<file path="config.mk">
export PLATFORM = sky130hd
export DESIGN_NAME = column_ec_drain
export DESIGN_NICKNAME = d
export VERILOG_FILES = /design/src/rtl/column_ec_drain.sv
export SDC_FILE = /design/constraint.sdc
export NUM_CORES = 1
export LEC_CHECK = 0
export ABC_AREA = 1
export ABC_CLOCK_PERIOD_IN_PS = 5900
export CORE_MARGIN = 4
export CORE_UTILIZATION = 57
export CTS_CLUSTER_SIZE = 24
export DETAILED_ROUTE_END_ITERATION = 7
export PLACE_DENSITY_LB_ADDON = 0.12
export SYNTH_ARGS = -nofsm -noshare
export SYNTH_HDL_FRONTEND = slang
export SYNTH_SLANG_ARGS = --single-unit
</file>
<file path="constraint.sdc">
create_clock -name clk -period 5.9 [get_ports clk]
set_clock_uncertainty 0.2 [all_clocks]
set_input_delay 1.18 -clock clk [delete_from_list [all_inputs] [get_ports clk]]
set_output_delay 1.18 -clock clk [all_outputs]
set_load 0.01 [all_outputs]
</file>
<file path="src/rtl/column_ec_drain.sv">
// -----------------------------------------------------------------------------
// column_ec_drain
//
// Bottom-of-column drain stage for the error-compensation MAC array. The last
// MAC still carries a pending error product that no downstream MAC can absorb.
// This stage adds that product at full precision and queues the compensated
// column results in a small first-word-fall-through FIFO for the output
// writer. It also keeps a saturating count of timing-error events.
//
// Pipeline:
//   edge k   : stage register captures comp = psum + (err ? eprod : 0)
//   edge k+1 : stage entry is pushed into the FIFO and is visible at the head
//
// Ports:
//   clk               in   1              rising-edge clock
//   rst               in   1              async active-high reset
//   in_valid          in   1              column output valid (no backpressure)
//   partial_sum_in    in   PSUM_W         partial sum of the last MAC
//   error_product_in  in   PROD_W         error product of the last MAC
//   error_in          in   1              error flag of the last MAC
//   clr_stats         in   1              sync clear of error_count / overflow
//   out_valid         out  1              FIFO head valid
//   out_ready         in   1              consumer accepts head
//   result_out        out  PSUM_W         compensated result at FIFO head
//   result_err        out  1              head result needed compensation
//   fifo_level        out  log2(DEPTH)+1  entries held
//   error_count       out  CNT_W          saturating count of err=1 pushes
//   overflow          out  1              sticky: a result was dropped
// -----------------------------------------------------------------------------
module column_ec_drain #(
    parameter int PSUM_W     = 24,
    parameter int PROD_W     = 16,
    parameter int FIFO_DEPTH = 4,
    parameter int CNT_W      = 16
) (
    input  logic                          clk,
    input  logic                          rst,
    input  logic                          in_valid,
    input  logic [PSUM_W-1:0]             partial_sum_in,
    input  logic [PROD_W-1:0]             error_product_in,
    input  logic                          error_in,
    input  logic                          clr_stats,
    output logic                          out_valid,
    input  logic                          out_ready,
    output logic [PSUM_W-1:0]             result_out,
    output logic                          result_err,
    output logic [$clog2(FIFO_DEPTH):0]   fifo_level,
    output logic [CNT_W-1:0]              error_count,
    output logic                          overflow
);

    localparam int PTR_W = $clog2(FIFO_DEPTH);
    localparam int LVL_W = PTR_W + 1;

    typedef struct packed {
        logic [PSUM_W-1:0] sum;
        logic              err;
    } entry_t;

    // ------------------------------------------------------------------
    // Stage 1: compensation
    // ------------------------------------------------------------------
    logic              stg_valid_q;
    logic [PSUM_W-1:0] stg_sum_q, stg_sum_d;
    logic              stg_err_q;

    // The error product is only meaningful when the error flag is set; the
    // sum wraps modulo 2^PSUM_W, matching the array's own accumulator.
    always_comb begin
        // NOTE: always_comb assigns a default first so no path leaves the
        // signal unassigned, which would otherwise infer a latch.
        stg_sum_d = partial_sum_in;
        if (error_in) begin
            stg_sum_d = partial_sum_in + PSUM_W'(error_product_in);
        end
    end

    always_ff @(posedge clk or posedge rst) begin
        if (rst) begin
            // NOTE: sequential state uses non-blocking assignments so every
            // register samples pre-edge values regardless of block order.
            stg_valid_q <= 1'b0;
            stg_sum_q   <= '0;
            stg_err_q   <= 1'b0;
        end else begin
            stg_valid_q <= in_valid;
            if (in_valid) begin
                stg_sum_q <= stg_sum_d;
                stg_err_q <= error_in;
            end
        end
    end

    // ------------------------------------------------------------------
    // Stage 2: result FIFO
    // ------------------------------------------------------------------
    entry_t           mem_q [FIFO_DEPTH];
    logic [PTR_W-1:0] wr_ptr_q, rd_ptr_q;
    logic [LVL_W-1:0] level_q, level_d;

    logic full;
    logic pop;
    logic push_ok;
    logic drop;

    assign full = (level_q == LVL_W'(FIFO_DEPTH));
    assign pop  = (level_q != '0) && out_ready;
    // A pop on the same edge frees the slot, so a full FIFO still accepts.
    assign push_ok = stg_valid_q && (!full || pop);
    assign drop    = stg_valid_q && full && !pop;

    always_comb begin
        level_d = level_q;
        if (push_ok && !pop) begin
            level_d = level_q + LVL_W'(1);
        end else if (!push_ok && pop) begin
            level_d = level_q - LVL_W'(1);
        end
    end

    always_ff @(posedge clk or posedge rst) begin
        if (rst) begin
            // NOTE: the storage is reset so result_out reads 0 out of reset;
            // with only a handful of entries this is cheap.
            for (int i = 0; i < FIFO_DEPTH; i++) begin
                mem_q[i] <= '0;
            end
            wr_ptr_q <= '0;
            rd_ptr_q <= '0;
            level_q  <= '0;
        end else begin
            if (push_ok) begin
                mem_q[wr_ptr_q] <= '{sum: stg_sum_q, err: stg_err_q};
                wr_ptr_q        <= wr_ptr_q + PTR_W'(1);
            end
            if (pop) begin
                rd_ptr_q <= rd_ptr_q + PTR_W'(1);
            end
            level_q <= level_d;
        end
    end

    // ------------------------------------------------------------------
    // Statistics
    // ------------------------------------------------------------------
    logic [CNT_W-1:0] cnt_q, cnt_d;
    logic             ovf_q, ovf_d;

    // Error events are counted at the push point, dropped or not. Clear
    // takes priority over a same-edge increment or drop.
    always_comb begin
        cnt_d = cnt_q;
        ovf_d = ovf_q | drop;
        if (stg_valid_q && stg_err_q && (cnt_q != '1)) begin
            cnt_d = cnt_q + CNT_W'(1);
        end
        if (clr_stats) begin
            cnt_d = '0;
            ovf_d = 1'b0;
        end
    end

    always_ff @(posedge clk or posedge rst) begin
        if (rst) begin
            cnt_q <= '0;
            ovf_q <= 1'b0;
        end else begin
            cnt_q <= cnt_d;
            ovf_q <= ovf_d;
        end
    end

    // ------------------------------------------------------------------
    // Outputs: all driven from state only
    // ------------------------------------------------------------------
    assign out_valid   = (level_q != '0);
    assign result_out  = mem_q[rd_ptr_q].sum;
    assign result_err  = mem_q[rd_ptr_q].err;
    assign fifo_level  = level_q;
    assign error_count = cnt_q;
    assign overflow    = ovf_q;

endmodule
</file>
==> reports/summary.md, run 1 <==
The power density over the cells was 475 mW/mm^2. The die covers 0.0172 sq mm. Compared with the post-synthesis result, the final layout area differs by 18.6%.

The combined area of the multi-input logic cells was 0.00437 sq mm; the weighted congestion at the end of routability-driven global placement was 0.941. The tree is rooted in a clkbuf_16. The net count reported at finish was 1082; the relative contribution of sequential cells to total power was 35.2%. After clock tree synthesis, the flow added hold-fix buffers numbering 0.

The die is 131 um wide. The most instantiated flip-flop cell in the synthesis netlist was dfrtp_1. Via-per-instance ratio: 5.56. The worst path arrival time was 2.99 ns; the initial antenna violation count was 0.

Global routing used 25.3% of the available tracks. Counting every net in the synthesized netlist gives 1001. Cells with a size suffix above 1 make up 15.5% of the layout.

Global route total overflow: 0. The number of endpoints with negative hold slack in the final report was 0. The run gives 34000 um as the global-route wire length before repair. The post-synthesis cell type with the largest combined area was dfrtp_1. The measured slew at the worst slew-check pin works out to 1.01 ns. TritonCTS built the clock tree. The upper clock frequency limit is 0.229 GHz. Entering global routing, the biggest net connects 113 pins. After detailed routing, the number of remaining DRC violations is 0. Counting both buffers and inverters, the worst setup path holds a total of 2. 0 antenna diodes ended up in the layout. Setup repair after global routing left no endpoint under its margin.

The worst setup path category is reg -> out. Across the run, the number of max-cap violations was 0. The tools report the kind of capture point of the worst setup path as an output port. Across all layers, the routed design uses 6724 vias. Number of top-level pins: 92. The most common cell in the synthesized netlist is nand2_1.

Switching portion of total power: 34.5%. The launching element type of the critical path is a register. The worst hold-check path type was reg -> reg.

Total detailed-routing wirelength: 20400 um. The tools report the number of nets with antenna violations after detailed routing as 0. The clock network burns 23.2% of the power. On the worst path, the slowest cell contributes a delay of 0.81 ns. The port buffer count is 91, and the sequential share of the synthesized area is 43.5%.

Internal portion of total power: 0.00318 W. Count of mapped cells out of synthesis: 931. Summed over all nets, the half-perimeter wirelength after detailed placement is 13700 um. Counting flops and latches in the post-synthesis netlist gives 150. The flow ran to the end, and the final reports show no timing, DRC or antenna violations.

In this run, placement finished with an instance count of 1177. In this run, CTS created clock tree buffers numbering 17. The required time of the critical path was 4.52 ns. Ranked by total cell area, the synthesized netlist is headed by dfrtp_1 44%, mux2_4 14%, nand2_1 8.2%.

The top cell family by delay on the critical path is buffers and inverters. The critical path goes through inv_1, o21ai_0, o22ai_1, clkdlybuf4s50_1. Combinational logic is responsible for 41.6% of the overall power. For this design the total switching power over the nets is 0.00168 W. Summing every instance area after synthesis gives 0.00862 sq mm. The minimum period implied by the final worst setup slack was 4.37 ns; the number of resized instances in the post-cts repair step was 0. On the critical path, the stage with the largest delay is an instance of inv_1. The number of clock sinks is 150, and the number of synthesized flops with an enable pin is 0. The core outline area is 0.0147 sq mm. Once the floorplan was initialized, standard cells occupied 58.6% of the core.

Ranked by instance count, the synthesized netlist is headed by 189 x nand2_1, 150 x dfrtp_1, 112 x nor2_1. For this block, the initial DRC count from the detailed router was 495. The top-area cell type share of the netlist area was 43.5%. The count of fill cells added during filler insertion is 1167.

The analysis attributes to cell leakage a power of 4.76 nW. For the final number of max-transition violations, the log shows 0. The largest vdd supply drop was 0.327 mV.

The detail-routed net length per standard cell was 16.9 um. The first detailed-routing pass took 5 iterations. The sequential cells in the finished layout cover a total of 0.00375 sq mm.

Clock-pin slew was measured on the worst setup and hold paths at 0.07 ns. For this run, the share of the core covered by cells in the final layout is 69.5%. The number of different library cells used by synthesis comes to 40. The final critical path takes up 74.0% of the cycle. From bottom edge to top edge, the die measures 131 um. Maximum fanout count along the critical path: 27. Each instance of the synthesized netlist takes up on average 9.26 sq um.

In the synthesized netlist the async set-or-reset flop fraction comes to 100%. The final sum of negative setup slack is 0 ns, and the post-layout instance count excluding filler cells is 1209. The logs give 0 for the final-report setup violation count and 0 for the count of buffers added by post-CTS timing repair for setup. The run gives 32.9% as the max-slew headroom at the worst pin. CTS built an H-tree with a depth of 4. The yosys synthesis warning count is 0, and the clock latency reported for the late side of the worst-skew pair is 0.43 ns. The initialized floorplan defines 44 standard-cell rows.

Counting along the longest clock path gives a buffer depth of 2. The number of global-route vias before repair is 6681.
through the flow:
step | hold WS [ns] | area, sq um | total power (W) | setup WS, ns
after floorplan | 0.275 | 8620 | 0.00303 | 0.484
after global placement | 0.285 | 9610 | 0.00368 | 2.16
after detailed placement | 0.288 | 9610 | 0.00372 | 2.01
after CTS | 0.306 | 10200 | 0.00488 | 1.53
after global routing | 0.323 | 10200 | 0.00515 | 1.36
final | 0.303 | 10200 | 0.00485 | 1.53
power by group through the flow:
stage	Sequential, W	Combinational (W)	Clock, W
finish	0.00171	0.00202	0.00113
global route	0.00176	0.00220	0.00119
CTS	0.00170	0.00203	0.00114
detailed placement	0.00170	0.00202	0
global placement	0.00170	0.00198	0
floorplan	0.00161	0.00142	0
logic make-up after synthesis:
kind of cell,Yosys count,share of synthesized area [%]
adders and majority gates,24,3.66
buffers and inverters,114,5.73
and+or+nand+nor,386,19.8
muxes,101,16.7
AOI/OAI and AO/OA,137,8.68
xor gates and xnor gates,19,1.93
DFF,150,43.5
cells in the final DEF (no fill, tap or decap), types with 2 or more instances in the layout:
cell type | netlist | layout
nand2_1 | 189 | 189
dfrtp_1 | 150 | 150
nor2_1 | 112 | 112
clkdlybuf4s50_1 | 0 | 91
mux2_4 | 80 | 80
inv_1 | 76 | 75
o21ai_0 | 72 | 72
nand3_1 | 52 | 52
o22ai_1 | 25 | 25
a21oi_1 | 25 | 25
ha_1 | 22 | 22
mux2_2 | 21 | 21
clkbuf_16 | 0 | 17
xor2_1 | 15 | 15
inv_6 | 0 | 8
nor3_1 | 8 | 8
o31ai_1 | 5 | 5
buf_4 | 0 | 5
nand4_1 | 4 | 4
nor2_8 | 4 | 4
xnor2_1 | 4 | 4
nand3_2 | 4 | 4
o21bai_1 | 3 | 3
o21ai_1 | 3 | 3
nor2_2 | 3 | 3
o211ai_1 | 2 | 2
and2_1 | 2 | 2
inv_2 | 2 | 2
nand2_8 | 2 | 2
fa_1 | 2 | 2
inv_8 | 0 | 2
bufinv_16 | 0 | 2
clkinv_4 | 0 | 2
cell type report:
class | instances | share of cell area (%)
Multi-Input combinational cell | 667 | 42.8
Sequential cell | 150 | 36.7
Timing Repair Buffer | 96 | 9.28
Clock buffer | 17 | 4.16
Inverter | 80 | 3.01
Tap cell | 184 | 2.25
Clock inverter | 15 | 1.81
sequential cells by signal, summed over array words and instances (netlist names):
signal,count
stg_valid_q,1
error_count,16
rd_ptr_q,2
stg_sum_q,24
mem_q,100
stg_err_q,1
wr_ptr_q,2
fifo_level,3
overflow,1
final timing paths:
check | start | endpoint | slack, ns | cells after the start
min | mem_q[48] | mem_q[48] | 0.30 | 1
min in group asynchronous | rst | mem_q[82] | 1.12 | 2
max | rd_ptr_q[1] | result_out[9] | 1.53 | 4
max in group asynchronous | rst | fifo_level[0] | 3.26 | 3
min reg2reg | mem_q[48] | mem_q[48] | 0.30 | 1
max reg2reg | fifo_level[0] | fifo_level[1] | 3.55 | 8
layer usage:
metal / vias up / global-route usage, % / part of all wire (%)
met5: - / 0 / 0
met4: 0 / 8.29 / 1.9
met3: 33 / 4.43 / 5.4
met2: 216 / 39.7 / 47
met1: 3210 / 35.8 / 46
li1: 3265 / - / -
Note: power is estimated with default switching activity, not from simulation.
==> run 2, diff against run 1 <==
- ABC_CLOCK_PERIOD_IN_PS: 5900 -> 4200
- clock period: 5.9 -> 4.2 ns (I/O delays scaled with it)
==> run 2 against run 1 <==
Compared with the run above:
- count of clock-buffer cells in the layout rose by 4
- hold slack got worse by 0.00093 ns
- critical path type unchanged
- wire length up 0.13%
- sequential share of layout area down 0.39 points
- critical path depth did not move
- global-route usage is 0.54 points lower
- sequential power up 37%
- highest routed layer unchanged
- worst setup slack got worse by 0.84 ns
- power up 43%
- first-iteration DRC count is 18% lower
- combinational power grew 43%
- flip-flop and latch count did not move
==> reports/summary.md, run 2 (same netlist as run 1, synthesis figures left out) <==
Weighted congestion at the end of routability-driven global placement: 0.954 (+1.3%). The number of cells in the design after placement was 1183 (+0.51%); the combined area of the multi-input logic cells was 0.00437 sq mm (unchanged). The largest vdd supply drop is 0.440 mV (+34%).

The peak per-stage delay on the critical path was 0.60 ns (-0.21 ns); the utilization of the core after routing was 70.3% (+0.75 points). For the net count reported at finish, the log shows 1088 (+0.55%). The leakage power is 4.82 nW (+1.2%), and the count of buffers added by post-CTS timing repair for setup is 0 (unchanged). TritonCTS built the clock tree. Power density over the cells: 672 mW/mm^2 (+41%).

The worst setup path is captured at an output port. Timing would allow up to 0.286 GHz. Starting density of the core: 58.6% (unchanged). The run gives 0 (unchanged) as the diode insertion count for antenna repair. The global route total overflow is 0 (unchanged).

Maximum fanout count along the critical path: 25 (-7.4%). The logs give 0 (unchanged) for the final-report setup violation count and 0.0172 sq mm (unchanged) for the area of the die. For the final sum of negative setup slack, the log shows 0 ns (unchanged). The worst-path cell with the longest stage delay is inv_1. Floorplan die height: 131 um (unchanged). The cell sitting at the root of the clock tree is a clkbuf_16. The logs give 0 (unchanged) for the hold-fix buffer count after cts and 5 (unchanged) for the detailed-router iteration count before antenna repair.

The worst setup path category was reg -> out. The detail-routed net length per standard cell works out to 16.8 um (-0.36%). Setup repair after global routing left no endpoint under its margin.

The post-layout instance count excluding filler cells came out at 1215 (+0.50%). The number of buffers added by the clock tree synthesis step was 17 (unchanged); the maximum count of clock buffers along a single path was 2 (unchanged). The count of maximum capacitance violations is 0 (unchanged). The library cells used most frequently in the layout, excluding fill and tap cells, are 189 x nand2_1, 150 x dfrtp_1, 112 x nor2_1, 91 x clkdlybuf4s50_1, 80 x mux2_4.

The layout cell share with drive strength beyond 1 works out to 15.9% (+0.39 points). The minimum period implied by the final worst setup slack was 3.50 ns; the number of top-level pins was 92 (unchanged). The pin count of the biggest net entering global routing was 54 (-52%).

Required time of the critical path: 3.16 ns (-1.36 ns). The via-per-instance ratio was 5.59 (+0.45%). For the worst path arrival time, the log shows 2.46 ns (-0.53 ns).

The worst setup path is launched from a register. The area taken by flip-flops and latches was 0.00375 sq mm (unchanged); the area after detailed placement was 0.00967 sq mm (+0.59%). Core outline area: 0.0147 sq mm (unchanged). The measured slew at the worst slew-check pin was 0.948 ns (-0.0591 ns); the number of endpoints with negative hold slack in the final report was 0 (unchanged).

The total detailed-routing wirelength was 20400 um (+0.13%). The number of flip-flops under the largest register name is 100 (unchanged). Final routed DRC violation total: 0 (unchanged). The register with the most flip-flops in the final layout is mem_q. Clock-pin transition on the worst setup and hold timing paths: 0.06 ns (about the same). The number of vias in the routed layout is 6788 (+0.95%). The library cell used most frequently in the layout, excluding fill and tap cells, is nand2_1. The run gives 408 (-18%) as the initial detailed-routing violation count. The logs give 6681 (unchanged) for the number of global-route vias before repair and 0 (unchanged) for the number of resized instances in the post-cts repair step. The number of clock sinks was 150 (unchanged); the max-slew headroom at the worst pin was 36.7% (+3.8 points). The total number of H-tree levels came out at 4 (unchanged). From synthesis to final layout, the design area changed by 19.9%. Total routing resource utilization after global routing: 24.8% (-0.54 points). The min-delay analysis places its worst path in the category reg -> reg. The clock latency reported for the late side of the worst-skew pair is 0.42 ns (about the same), and the count of standard-cell rows is 44 (unchanged).

Final design instance area without fill: 0.0103 sq mm (+1.1%). In the finished design, the share of the clock period the worst path needs comes to 83.4%. The setup slack at placement was 0.960 ns (-1.05 ns); the port buffer count was 91 (unchanged). The final number of max-transition violations is 0 (unchanged). The tools report the HPWL after detailed placement as 14000 um (+2.2%). The smallest setup slack after layout is 0.697 ns (-0.837 ns). Walking the worst path, the cells encountered are inv_1, o21ai_0, o22ai_1, clkdlybuf4s50_1. The count of fill cells added during filler insertion was 1130 (-3.2%); the die width was 131 um (unchanged). The run gives 0 (unchanged) as the initial antenna violation count. The run gives 0 (unchanged) as the number of nets with antenna violations after detailed routing. The flow ran to the end, and the final reports show no timing, DRC or antenna violations. The tools report the global-route wire length before repair as 33300 um (-2.2%).
-- run 2: power breakdown --
part / switching, W / internal, W / leakage [nW]
registers: 0.000356 / 0.00200 / 1.84
clock network: 0.000598 / 0.00111 / 0.324
logic: 0.00131 / 0.00157 / 2.65
-- run 2: per-stage QoR --
stage | hold slack, ns | power (W)
final | 0.302 | 0.00694
after global routing | 0.314 | 0.00733
after CTS | 0.304 | 0.00698
after detailed placement | 0.287 | 0.00524
after global placement | 0.284 | 0.00517
after floorplan | 0.275 | 0.00426
-- run 2: critical path, delay by kind of cell (launching register included) --
family	cells	cell delay, ns
AOI/OAI and AO/OA	2	0.48
DFF	1	0.37
buffers and inverters	2	1.19
-- run 2: final timing paths --
check	start	endpoint	slack, ns	depth (start not counted)
setup / recovery	rd_ptr_q[1]	result_out[0]	0.70	4
hold / removal	mem_q[71]	mem_q[71]	0.30	1
setup reg to reg	fifo_level[0]	fifo_level[1]	1.89	8
hold reg to reg	mem_q[71]	mem_q[71]	0.30	1
max in group asynchronous	rst	error_count[13]	2.25	3
min in group asynchronous	rst	mem_q[33]	0.77	2
-- run 2: layer usage --
metal	vias up	share of wire [%]	GRT usage, %
li1	3279	-	-
met1	3287	46	33.6
met5	-	0	0
met4	0	1.8	7.38
met3	37	4.6	4.47
met2	185	47	40.8
-- run 2: area by class of cell --
cell class,instances,area share (%)
clock buffers,21,4.55
multi-input cells,667,42.3
inverters,80,2.97
repair buffers,102,9.74
flip-flops and latches,150,36.3
clock inverters,11,1.88
well taps,184,2.23
==> run 3, diff against run 2 <==
- ABC_CLOCK_PERIOD_IN_PS: 4200 -> 3200
- CORE_UTILIZATION: 57 -> 52
- clock period: 4.2 -> 3.2 ns (I/O delays scaled with it)
==> run 3 against run 2 <==
Compared with the run above:
- combinational power is 35% higher
- flip-flop and latch count did not move
- worst setup slack got worse by 0.51 ns
- sequential share of layout area shrank 0.41 points
- count of clock-buffer cells in the layout down 3
- critical path depth is 1 higher
- cell count is 3.6% higher
- register-to-register slack worse by 1.0 ns
- power rose by 29%
- sequential power up 31%
- global-route usage shrank 1.8 points
- design area up 1.1%
==> reports/summary.md, run 3 (same netlist as run 1, synthesis figures left out) <==
The run finished with clean final reports. The minimum setup slack among reg-to-reg paths was 0.89 ns (-1.00 ns); the cell count of the worst reg-to-reg path was 8 (unchanged). The initial antenna violation count was 0 (unchanged); the maximum count of clock buffers along a single path was 2 (unchanged).

The peak per-stage delay on the critical path was 0.60 ns (about the same). The number of global-route vias before repair came out at 6655 (-0.39%). The tools report the total routing resource utilization after global routing as 22.9% (-1.8 points). The period utilization is 94.3%, and the max-slew headroom at the worst pin is 70.6% (+34 points). The number of clock sinks is 150 (unchanged). The layout cell share with drive strength beyond 1 is 17.0% (+1.1 points). Worst hold-check path type: reg -> reg. The total number of H-tree levels is 4 (unchanged). The count of buffers added by post-CTS timing repair for setup was 0 (unchanged). Required time of the critical path: 2.36 ns (-0.80 ns).

Cell chosen for the clock root: clkbuf_16. Largest register by flop count: mem_q. The maximum fanout count along the critical path was 28 (+12%); the number of nets with antenna violations after detailed routing was 0 (unchanged). In the layout the commonest cells are 189 x nand2_1, 150 x dfrtp_1, 112 x nor2_1, 91 x clkdlybuf4s50_1, 80 x mux2_4.

The core outline area came out at 0.0161 sq mm (+9.2%). The initial detailed-routing violation count is 405 (-0.74%). The leading cell type in the layout, fill and taps excluded was nand2_1. The measured slew at the worst slew-check pin was 0.437 ns (-0.510 ns). STA classifies the critical path startpoint as a register. Number of resized instances in the post-cts repair step: 0 (unchanged). The tools report the final-report setup violation count as 0 (unchanged). On the critical path, the stage with the largest delay is an instance of clkdlybuf4s50_1. The power density over the cells works out to 860 mW/mm^2 (+28%). The number of flip-flops under the largest register name works out to 100 (unchanged). In this run the critical register-to-register path is captured at fifo_level[1]. The net count reported at finish was 1100 (+1.1%). The tools report the launch point of the worst reg-to-reg path as fifo_level[0]. For the detailed-router iteration count before antenna repair, the log shows 5 (unchanged).

The worst hold path begins at mem_q[47]. The die width is 137 um (+4.4%). The clock latency reported for the late side of the worst-skew pair was 0.42 ns (about the same). The count of standard-cell rows was 46 (+4.5%). The global-route wire length before repair was 33700 um (+1.4%). The smallest setup slack after layout came out at 0.183 ns (-0.514 ns). For the starting density of the core, the log shows 53.7% (-5.0 points).

Final sum of negative setup slack: 0 ns (unchanged). TritonCTS built the clock tree. The tools report the worst path arrival time as 2.18 ns (-0.28 ns). Total detailed-routing wirelength: 20200 um (-1.2%). The number of endpoints with negative hold slack in the final report is 0 (unchanged). The path with the worst hold slack has its endpoint at mem_q[47]. The worst setup path category is reg -> out.

Compared with the post-synthesis result, the final layout area differs by 21.2%. The floorplan die height is 137 um (+4.4%). The number of top-level pins was 92 (unchanged). For the leakage power, the log shows 4.85 nW (+0.68%).

The cell depth of the worst hold path came out at 1 (unchanged). Final routed DRC violation total: 0 (unchanged). The logs give 0 (unchanged) for the diode insertion count for antenna repair and 0 (unchanged) for the hold-fix buffer count after cts. Via-per-instance ratio: 5.31 (-5.0%). The number of buffers added by the clock tree synthesis step was 17 (unchanged); the HPWL after detailed placement was 14300 um (+2.2%). The clock-pin transition on the worst setup and hold timing paths is 0.06 ns (about the same). The utilization of the core after routing is 65.1% (-5.2 points), and the largest vdd supply drop is 0.538 mV (+22%). Weighted congestion at the end of routability-driven global placement: 0.941 (-1.3%). For the final number of max-transition violations, the log shows 0 (unchanged). The minimum period implied by the final worst setup slack is 3.02 ns. Setup repair after global routing left no endpoint under its margin.

The tools report the pin count of the biggest net entering global routing as 56 (+3.7%). The run gives 0 (unchanged) as the global route total overflow. The run gives 0.146 ns (-0.814 ns) as the setup slack at placement. The kind of capture point of the worst setup path was an output port. The count of maximum capacitance violations was 0 (unchanged); the detail-routed net length per standard cell was 16.0 um (-4.7%). The run gives 0.0187 sq mm (+9.0%) as the area of the die.

The upper clock frequency limit is 0.331 GHz. The critical path goes through inv_1, buf_4, o21ai_0, o22ai_1, clkdlybuf4s50_1. The port buffer count was 91 (unchanged).

The number of vias in the routed layout was 6681 (-1.6%).
[run 3: worst max path at each step]
| stage | end | depth (start not counted) | startpoint | slack, ns |
|---|---|---|---|---|
| 2_1_floorplan | error_count[0] | 1 | rst | 0.47 |
| 3_3_place_gp | stg_sum_q[16] | 14 | partial_sum_in[0] | 0.22 |
| 3_5_place_dp | stg_sum_q[20] | 14 | partial_sum_in[0] | 0.15 |
| 4_1_cts | result_out[9] | 5 | rd_ptr_q[0] | 0.20 |
| 5_1_grt | result_out[9] | 5 | rd_ptr_q[0] | 0.10 |
| 6_report | result_out[9] | 5 | rd_ptr_q[0] | 0.18 |
[run 3: routing by layer]
metal	track usage (%)	wire, um
met4	6.27	225
met5	0	0
met1	31.4	9550
met2	37.8	9580
met3	3.68	807
[run 3: per-stage QoR]
step / power (W) / hold WS, ns / area [sq um] / instances
2_1_floorplan: 0.00558 / 0.275 / 8620 / 931
3_3_place_gp: 0.00691 / 0.285 / 9850 / 1227
3_5_place_dp: 0.00699 / 0.288 / 9850 / 1227
4_1_cts: 0.00905 / 0.305 / 10500 / 1259
5_1_grt: 0.00952 / 0.307 / 10500 / 1259
6_report: 0.00898 / 0.302 / 10500 / 1259
[run 3: cell type report]
class                      count  area, sq um
clock buffer                  18          439
timing repair buffer         114         1150
fill                        1299         5610
inverter                      80          307
clock inverter                14          163
tap                          216          270
sequential                   150         3750
multi-input combinational    667         4370
[run 3: worst max-delay path, delay by kind of cell, from the launching register on]
kind | cells | cell delay (ns)
compound gates | 2 | 0.39
flops | 1 | 0.40
buf+inv | 3 | 0.97
[run 3: report_power, final]
part	internal (W)	total (W)	switching, W	leakage [nW]
Combinational	0.00215	0.00388	0.00172	2.72
Clock	0.00119	0.00203	0.000838	0.282
Sequential	0.00262	0.00308	0.000460	1.84
Total	0.00596	0.00898	0.00302	4.85
